==> config.mk <==
export PLATFORM = sky130hd
export DESIGN_NAME = branch_sequencer
export DESIGN_NICKNAME = d
export VERILOG_FILES = /design/src/rtl/branch_sequencer.sv
export SDC_FILE = /design/constraint.sdc
export NUM_CORES = 1
export LEC_CHECK = 0
export BUFFER_PORTS_ARGS = -buffer_cell sky130_fd_sc_hd__buf_2
export CELL_PAD_IN_SITES_DETAIL_PLACEMENT = 1
export CELL_PAD_IN_SITES_GLOBAL_PLACEMENT = 2
export CORE_ASPECT_RATIO = 1.2
export CORE_MARGIN = 2
export CORE_UTILIZATION = 34
export DETAILED_ROUTE_END_ITERATION = 10
export PLACE_DENSITY_LB_ADDON = 0.1
export SYNTH_ARGS = -nofsm -noshare
export SYNTH_HDL_FRONTEND = slang
export SYNTH_SLANG_ARGS = --single-unit
==> constraint.sdc <==
create_clock -name clk -period 4.7 [get_ports clk]
set_clock_uncertainty 0.15 [all_clocks]
set_input_delay 0.47 -clock clk [delete_from_list [all_inputs] [get_ports clk]]
set_output_delay 0.47 -clock clk [all_outputs]
set_load 0.005 [all_outputs]
==> src/rtl/branch_sequencer.sv <==
// rtl/branch_sequencer.sv - PC sequencer that resolves one branch at a time and holds a flush window after taken branches
module branch_sequencer #(
  parameter int                       ADDRESS_WIDTH          = 32,
  parameter int                       BRANCH_CONDITION_WIDTH = 4,
  parameter logic [ADDRESS_WIDTH-1:0] RESET_VECTOR           = '0,
  parameter int                       INSTRUCTION_BYTES      = 4,
  parameter int                       FLUSH_CYCLES           = 2
) (
  input  logic                              clk,
  input  logic                              reset,
  input  logic                              stall,
  input  logic                              branch_valid,
  output logic                              branch_ready,
  input  logic [BRANCH_CONDITION_WIDTH-1:0] branch_condition,
  input  logic [ADDRESS_WIDTH-1:0]          branch_target,
  input  logic [ADDRESS_WIDTH-1:0]          branch_pc,
  input  logic                              branch_link,
  output logic [BRANCH_CONDITION_WIDTH-1:0] condition,
  input  logic                              take,
  output logic [ADDRESS_WIDTH-1:0]          pc,
  output logic                              redirect,
  output logic                              flush,
  output logic                              link_write,
  output logic [ADDRESS_WIDTH-1:0]          link_address,
  output logic [15:0]                       branch_count,
  output logic [15:0]                       taken_count
);

  localparam logic [ADDRESS_WIDTH-1:0] PC_STEP    = ADDRESS_WIDTH'(INSTRUCTION_BYTES);
  localparam logic [3:0]               FLUSH_LAST = 4'(FLUSH_CYCLES - 1);

  typedef enum logic [1:0] {
    RUN,
    EVALUATE,
    FLUSH
  } state_t;

  state_t                            state_q, state_d;
  logic [ADDRESS_WIDTH-1:0]          pc_q, pc_d;
  logic [BRANCH_CONDITION_WIDTH-1:0] cond_q, cond_d;
  logic [ADDRESS_WIDTH-1:0]          target_q, target_d;
  logic [ADDRESS_WIDTH-1:0]          bpc_q, bpc_d;
  logic                              link_q, link_d;
  logic                              redirect_q, redirect_d;
  logic                              flush_q, flush_d;
  logic                              link_write_q, link_write_d;
  logic [ADDRESS_WIDTH-1:0]          link_address_q, link_address_d;
  logic [15:0]                       branch_count_q, branch_count_d;
  logic [15:0]                       taken_count_q, taken_count_d;
  logic [3:0]                        flush_cnt_q, flush_cnt_d;

  always_comb begin
    state_d        = state_q;
    pc_d           = pc_q;
    cond_d         = cond_q;
    target_d       = target_q;
    bpc_d          = bpc_q;
    link_d         = link_q;
    redirect_d     = 1'b0;
    flush_d        = flush_q;
    link_write_d   = 1'b0;
    link_address_d = link_address_q;
    branch_count_d = branch_count_q;
    taken_count_d  = taken_count_q;
    flush_cnt_d    = flush_cnt_q;
    branch_ready   = 1'b0;

    case (state_q)
      RUN: begin
        branch_ready = 1'b1;
        // A new request wins over the sequential advance; pc holds while it resolves
        if (branch_valid) begin
          cond_d   = branch_condition;
          target_d = branch_target;
          bpc_d    = branch_pc;
          link_d   = branch_link;
          state_d  = EVALUATE;
        end else if (!stall) begin
          pc_d = pc_q + PC_STEP;
        end
      end
      EVALUATE: begin
        if (branch_count_q != 16'hFFFF) branch_count_d = branch_count_q + 16'd1;
        if (take) begin
          pc_d        = target_q;
          redirect_d  = 1'b1;
          flush_d     = 1'b1;
          flush_cnt_d = FLUSH_LAST;
          state_d     = FLUSH;
          if (taken_count_q != 16'hFFFF) taken_count_d = taken_count_q + 16'd1;
          if (link_q) begin
            link_write_d   = 1'b1;
            link_address_d = bpc_q + PC_STEP;
          end
        end else begin
          if (!stall) pc_d = pc_q + PC_STEP;
          state_d = RUN;
        end
      end
      FLUSH: begin
        if (flush_cnt_q == 4'd0) begin
          flush_d = 1'b0;
          state_d = RUN;
        end else begin
          flush_cnt_d = flush_cnt_q - 4'd1;
        end
      end
      default: state_d = RUN;
    endcase
  end

  always_ff @(posedge clk) begin
    if (reset) begin
      state_q        <= RUN;
      pc_q           <= RESET_VECTOR;
      cond_q         <= '1;
      target_q       <= '0;
      bpc_q          <= '0;
      link_q         <= 1'b0;
      redirect_q     <= 1'b0;
      flush_q        <= 1'b0;
      link_write_q   <= 1'b0;
      link_address_q <= '0;
      branch_count_q <= '0;
      taken_count_q  <= '0;
      flush_cnt_q    <= '0;
    end else begin
      state_q        <= state_d;
      pc_q           <= pc_d;
      cond_q         <= cond_d;
      target_q       <= target_d;
      bpc_q          <= bpc_d;
      link_q         <= link_d;
      redirect_q     <= redirect_d;
      flush_q        <= flush_d;
      link_write_q   <= link_write_d;
      link_address_q <= link_address_d;
      branch_count_q <= branch_count_d;
      taken_count_q  <= taken_count_d;
      flush_cnt_q    <= flush_cnt_d;
    end
  end

  assign condition    = cond_q;
  assign pc           = pc_q;
  assign redirect     = redirect_q;
  assign flush        = flush_q;
  assign link_write   = link_write_q;
  assign link_address = link_address_q;
  assign branch_count = branch_count_q;
  assign taken_count  = taken_count_q;

endmodule

# [Word-level counts from Yosys, hierarchy flattened]
# Index checks and enable logic that the tools add are counted.
[classes] bitwise=2 shifts=0 n_addsub=5 eq_ne=9 order_cmp=0 div_mod_pow=0 reduce_logical=14 n_mux=17 multipliers=0
[op_table] op="2-to-1 mux 32 bit" count=3
[op_table] op="adder 32 x 3 -> 32 bit, second input constant" count=2
[op_table] op="one-hot mux 32 bit (2 select lines)" count=1
[op_table] op="adder 16 x 1 -> 16 bit, second input constant" count=2
[op_table] op="!= test 16 bit, second input constant" count=2
[op_table] op="AND reduction 3 bit" count=4
[op_table] op="!= test 2 bit, second input constant" count=5
[op_table] op="2-to-1 mux 4 bit" count=2
[op_table] op="one-hot mux 4 bit (2 select lines)" count=1
[op_table] op="AND reduction 2 bit" count=4
[op_table] op="2-to-1 mux 2 bit" count=3
[op_table] op="one-hot mux 2 bit (3 select lines)" count=1
[op_table] op="2-to-1 mux 1 bit" count=5
[op_table] op="zero test 4 bit" count=1
[op_table] op="nonzero test 2 bit" count=2
[op_table] op="subtractor 4 x 1 -> 4 bit, second input constant" count=1
[op_table] op="OR reduction 3 bit" count=1
[op_table] op="equality test 2 x 1 -> 1 bit, second input constant" count=1
[op_table] op="equality test 2 bit, second input constant" count=1
[op_table] op="zero test 2 bit" count=1
[op_table] op="NOT 1 bit" count=2
[op_table] op="one-hot mux 1 bit (2 select lines)" count=1
[op_table] op="OR reduction 2 bit" count=1
[word_totals] mem_bits_rw=0 output_inout_bits=104 n_memories=0 romBits=0 latch_bits=0 ff_bits=174

# [Logic depth before layout (Yosys ltp)]
[depth] depth_word=4 depth_mapped=8 mapped_depth_nobuf=7

# [Worst setup path after synthesis]
# Ideal clock, no wire load.
[synth_path] path_type="register to register" start="register pc_q[2] (netlist: pc[2])" end="register pc_q[24] (netlist: pc[24])" arrival_time_ps=1748 n_path_buf=0 t_required_ps=4423 synth_period_minus_slack_ps=2025 path_stages_with_launch=7 path_slack_ps=2675 cell_sequence="dfxtp_1 ha_1 or2b_2 nor4_4 nand2_2 o211a_1 or3_1"
[synth_between] elab_chain_len=4
[synth_lines] item="start, declared" line="39" text="logic [ADDRESS_WIDTH-1:0] pc_q, pc_d;"
[synth_lines] item="start signal, assigned" line="129" text="pc_q <= pc_d;"
[synth_lines] item="adder 32 x 3 -> 32 bit (*)" line="79, 96"
[synth_lines] item="2-to-1 mux 32 bit (*)" line="78, 96"
[synth_lines] item="2-to-1 mux 32 bit (on tied branches)" line="84, 72"
[synth_lines] item="one-hot mux 32 bit (2 select lines) (*)" line="68" text="case (state_q)"
# Mark *: on every way between the ends. The rest lies on a longest branch, timed or not. The select of a mux whose other input is x is not followed.
# A chain may end at the register's enable or synchronous reset.

# [Worst setup path after layout]
[layout_path] start="register state_q[0]" end="register link_address_q[26] (netlist: link_address[26])"
[layout_between] elab_chain_len=2
[layout_lines] item="start, declared" line="38" text="state_t state_q, state_d;"
[layout_lines] item="start signal, assigned" line="128" text="state_q <= state_d;"
[layout_lines] item="equality test 2 x 1 -> 1 bit" line="68"
[layout_lines] item="AND reduction 3 bit (no source line)"
[layout_lines] item="end signal, assigned" line="137" text="link_address_q <= link_address_d;"
[layout_lines] item="end, declared" line="47" text="logic [ADDRESS_WIDTH-1:0] link_address_q, link_address_d;"
# Every way passes these cells.

==> results.json <==
{
  "status": "finished, final reports clean",
  "setup_viol": 0,
  "holdWs_ps": 99.6,
  "fillerInstances": 2903,
  "synth_largest_area_cell": "dfxtp_1",
  "seq_area_frac_synth_pct": 43.6,
  "grt_pass1_vias": 7454,
  "ant_nets": 0,
  "powerDensity_nw_per_um2": 341,
  "cp_data_required_time_ps": 4910,
  "synth_cells": 996,
  "synth_area_um2": 7990,
  "grt.overflow.total": 0,
  "slowest_delay_ps": 890,
  "drt-total-wl_um": 24200,
  "fmax_mhz": 399,
  "arrival_ps": 2710,
  "final-hold-violation-count": 0,
  "rsz0062_at_grt": "no",
  "firstDrtPassIters": 4,
  "post-route-min-period_ps": 2500,
  "synth_cell_types": 73,
  "core_region_area_um2": 23100,
  "ctsResizeCount": 0,
  "track_usage_pct": 19.8,
  "fin_crit_sh_pct": 53.3,
  "wire_per_inst_um": 16.5,
  "clk_pin_slew_worst_paths_ps": 70,
  "insertion_delay_ps": 430,
  "fp-row-count": 61,
  "synth_seq_cells": 174,
  "dp_hpwl_um": 17000,
  "wl_met3_um": 934,
  "root_buffer": "clkbuf_16",
  "startpoint_type": "register",
  "port_buffers": 177,
  "drv_cap": 0,
  "yosys-top-cells-area": "dfxtp_1, nand2_1, a21oi_1, xnor2_1, o21ai_0",
  "n_antenna_cell": 0,
  "leakagePower_nw": 3.74,
  "met2RoutedLength_um": 11600,
  "critPathSlowestCell": "and2_2",
  "via_count": 7498,
  "viasPerCell": 5.13,
  "grt_first_pass_wirelength_um": 39000,
  "die_w_um": 144,
  "synth_top_area_share_pct": 43.6,
  "io_pins": 178,
  "fin_nets": 1213,
  "cp_max_fo": 59,
  "grt_max_degree": 60,
  "area_growth_pct": 20.2,
  "hold_buffers": 0,
  "critPathCaptureType": "register",
  "tightestPinTransition_ps": 991,
  "gp_congestion": 0.751,
  "synth_ff_type": "dfxtp_1",
  "postCtsSetupRepairBufs": 0,
  "routed.top_layer": "met4",
  "wirelength_met1_um": 11300,
  "clock-sinks": 174,
  "start_util_pct": 34.5,
  "die_y_um": 172,
  "cts_max_path_buffers": 2,
  "hold_class": "input pin to register",
  "synthArstFlopShare_pct": 0,
  "maxSlewHeadroom_pct": 33.9,
  "crit_chain": "and3b_2 > and2_2 > o21ai_0 > a21oi_1",
  "slew_violations": 0,
  "drtIter0Drc": 279,
  "cts_tree": "built",
  "synth_edf_count": 0,
  "synthesis.nets": 1076,
  "antenna_found_initial": 0,
  "synth-warning-count": 0,
  "syn-mean-instance-area_um2": 8.02,
  "dieArea_um2": 24700,
  "timing.setup.tns_ps": 0,
  "drive_above_1_share_pct": 20.9,
  "htree_num_levels": 4,
  "numCtsBuffers": 17,
  "crit_type": "register to register",
  "drcViolationCount": 0,
  "ir_worst_vdd_v": 0.000248
}
path summary, 6_finish.rpt:
check,startpoint,end,slack [ps],cells past startpoint
max,state_q[0],link_address[26],2200,4
min,branch_condition[0],condition[0],100,3
max reg2reg,state_q[0],link_address[26],2200,4
min reg2reg,target_q[12],target_q[12],310,2
layer usage:
metal  vias up  GRT usage [%]
li1       3779              -
met1      3571           25.6
met2       126           34.3
met3        22           3.32
met4         0           5.12
met5         -              0
layout make-up:
class	count	area (um^2)	share of cell area (%)
multi-input cells	745	4150	43.2
well taps	315	394	4.10
flip-flops and latches	174	3480	36.3
repair buffers	185	948	9.88
clock inverters	14	158	1.64
clock buffers	18	429	4.47
inverters	10	37.5	0.391
cells in the mapped netlist (5+ instances only):
master / count
inv_1: 10
nand4_1: 21
a211oi_1: 12
xnor2_1: 34
and2_1: 7
nor2_1: 62
nor4_1: 8
and3_1: 6
buf_2: 11
and4_1: 11
o211ai_1: 7
or3_1: 14
xor2_1: 15
o21ai_0: 54
a21oi_1: 123
a22oi_1: 7
dfxtp_1: 174
a31oi_1: 7
nor2b_1: 5
nand3_1: 29
ha_1: 6
nor3_1: 28
nand2_1: 213
clkbuf_1: 47
critical path: cells and delay by family (launching register included):
family | cells | cell delay [ps]
AND/OR/NAND/NOR | 2 | 1400
flip-flops | 1 | 490
AO/OA/AOI/OAI | 2 | 380
state kept, by name (all words and copies together) (netlist names), 2 cells and up:
name / flops
condition: 4
flush_cnt_q: 4
taken_count: 16
pc: 32
link_address: 32
target_q: 32
state_q: 2
bpc_q: 32
branch_count: 16
cell families (layout without fill, tap and decap cells):
| kind of cell | after synthesis | in the layout | share of synthesized area [%] |
|---|---|---|---|
| adders and majority gates | 6 | 6 | 0.940 |
| xor gates and xnor gates | 49 | 49 | 5.37 |
| DFF | 174 | 174 | 43.6 |
| buffers and inverters | 77 | 227 | 4.48 |
| AOI/OAI and AO/OA | 249 | 249 | 18.2 |
| and+or+nand+nor | 437 | 437 | 26.9 |
| muxes | 4 | 4 | 0.517 |
stage by stage:
step / setup slack (ps) / total power [mW] / instances / instance area [um^2] / util, %
global route: 1870 / 3.42 / 1461 / 9600 / 41.5
floorplan: 2670 / 1.76 / 996 / 7990 / -
finish: 2200 / 3.27 / 1461 / 9600 / 41.5
global placement: 2210 / 1.87 / 1429 / 9010 / 39.0
detailed placement: 2120 / 1.87 / 1429 / 9010 / 39.0
CTS: 2180 / 3.32 / 1461 / 9600 / 41.5
power by group:
group,switching (mW),internal (mW)
logic,0.158,0.0968
clock network,0.647,0.795
registers,0.0499,1.53
total,0.855,2.42
cells in the final DEF (no fill, tap or decap), types with 9 or more instances in the layout:
cell type and count:
nand2_1 212, dfxtp_1 174, nand3_1 29, clkbuf_16 17
xnor2_1 34, o21ai_0 54, inv_1 10, nor2_1 62
xor2_1 15, a21oi_1 123, buf_4 9, and4_1 11
a211oi_1 12, nor3_1 28, buf_2 176, nand4_1 21
or3_1 14
No activity file was read; power rests on OpenSTA's default activity.
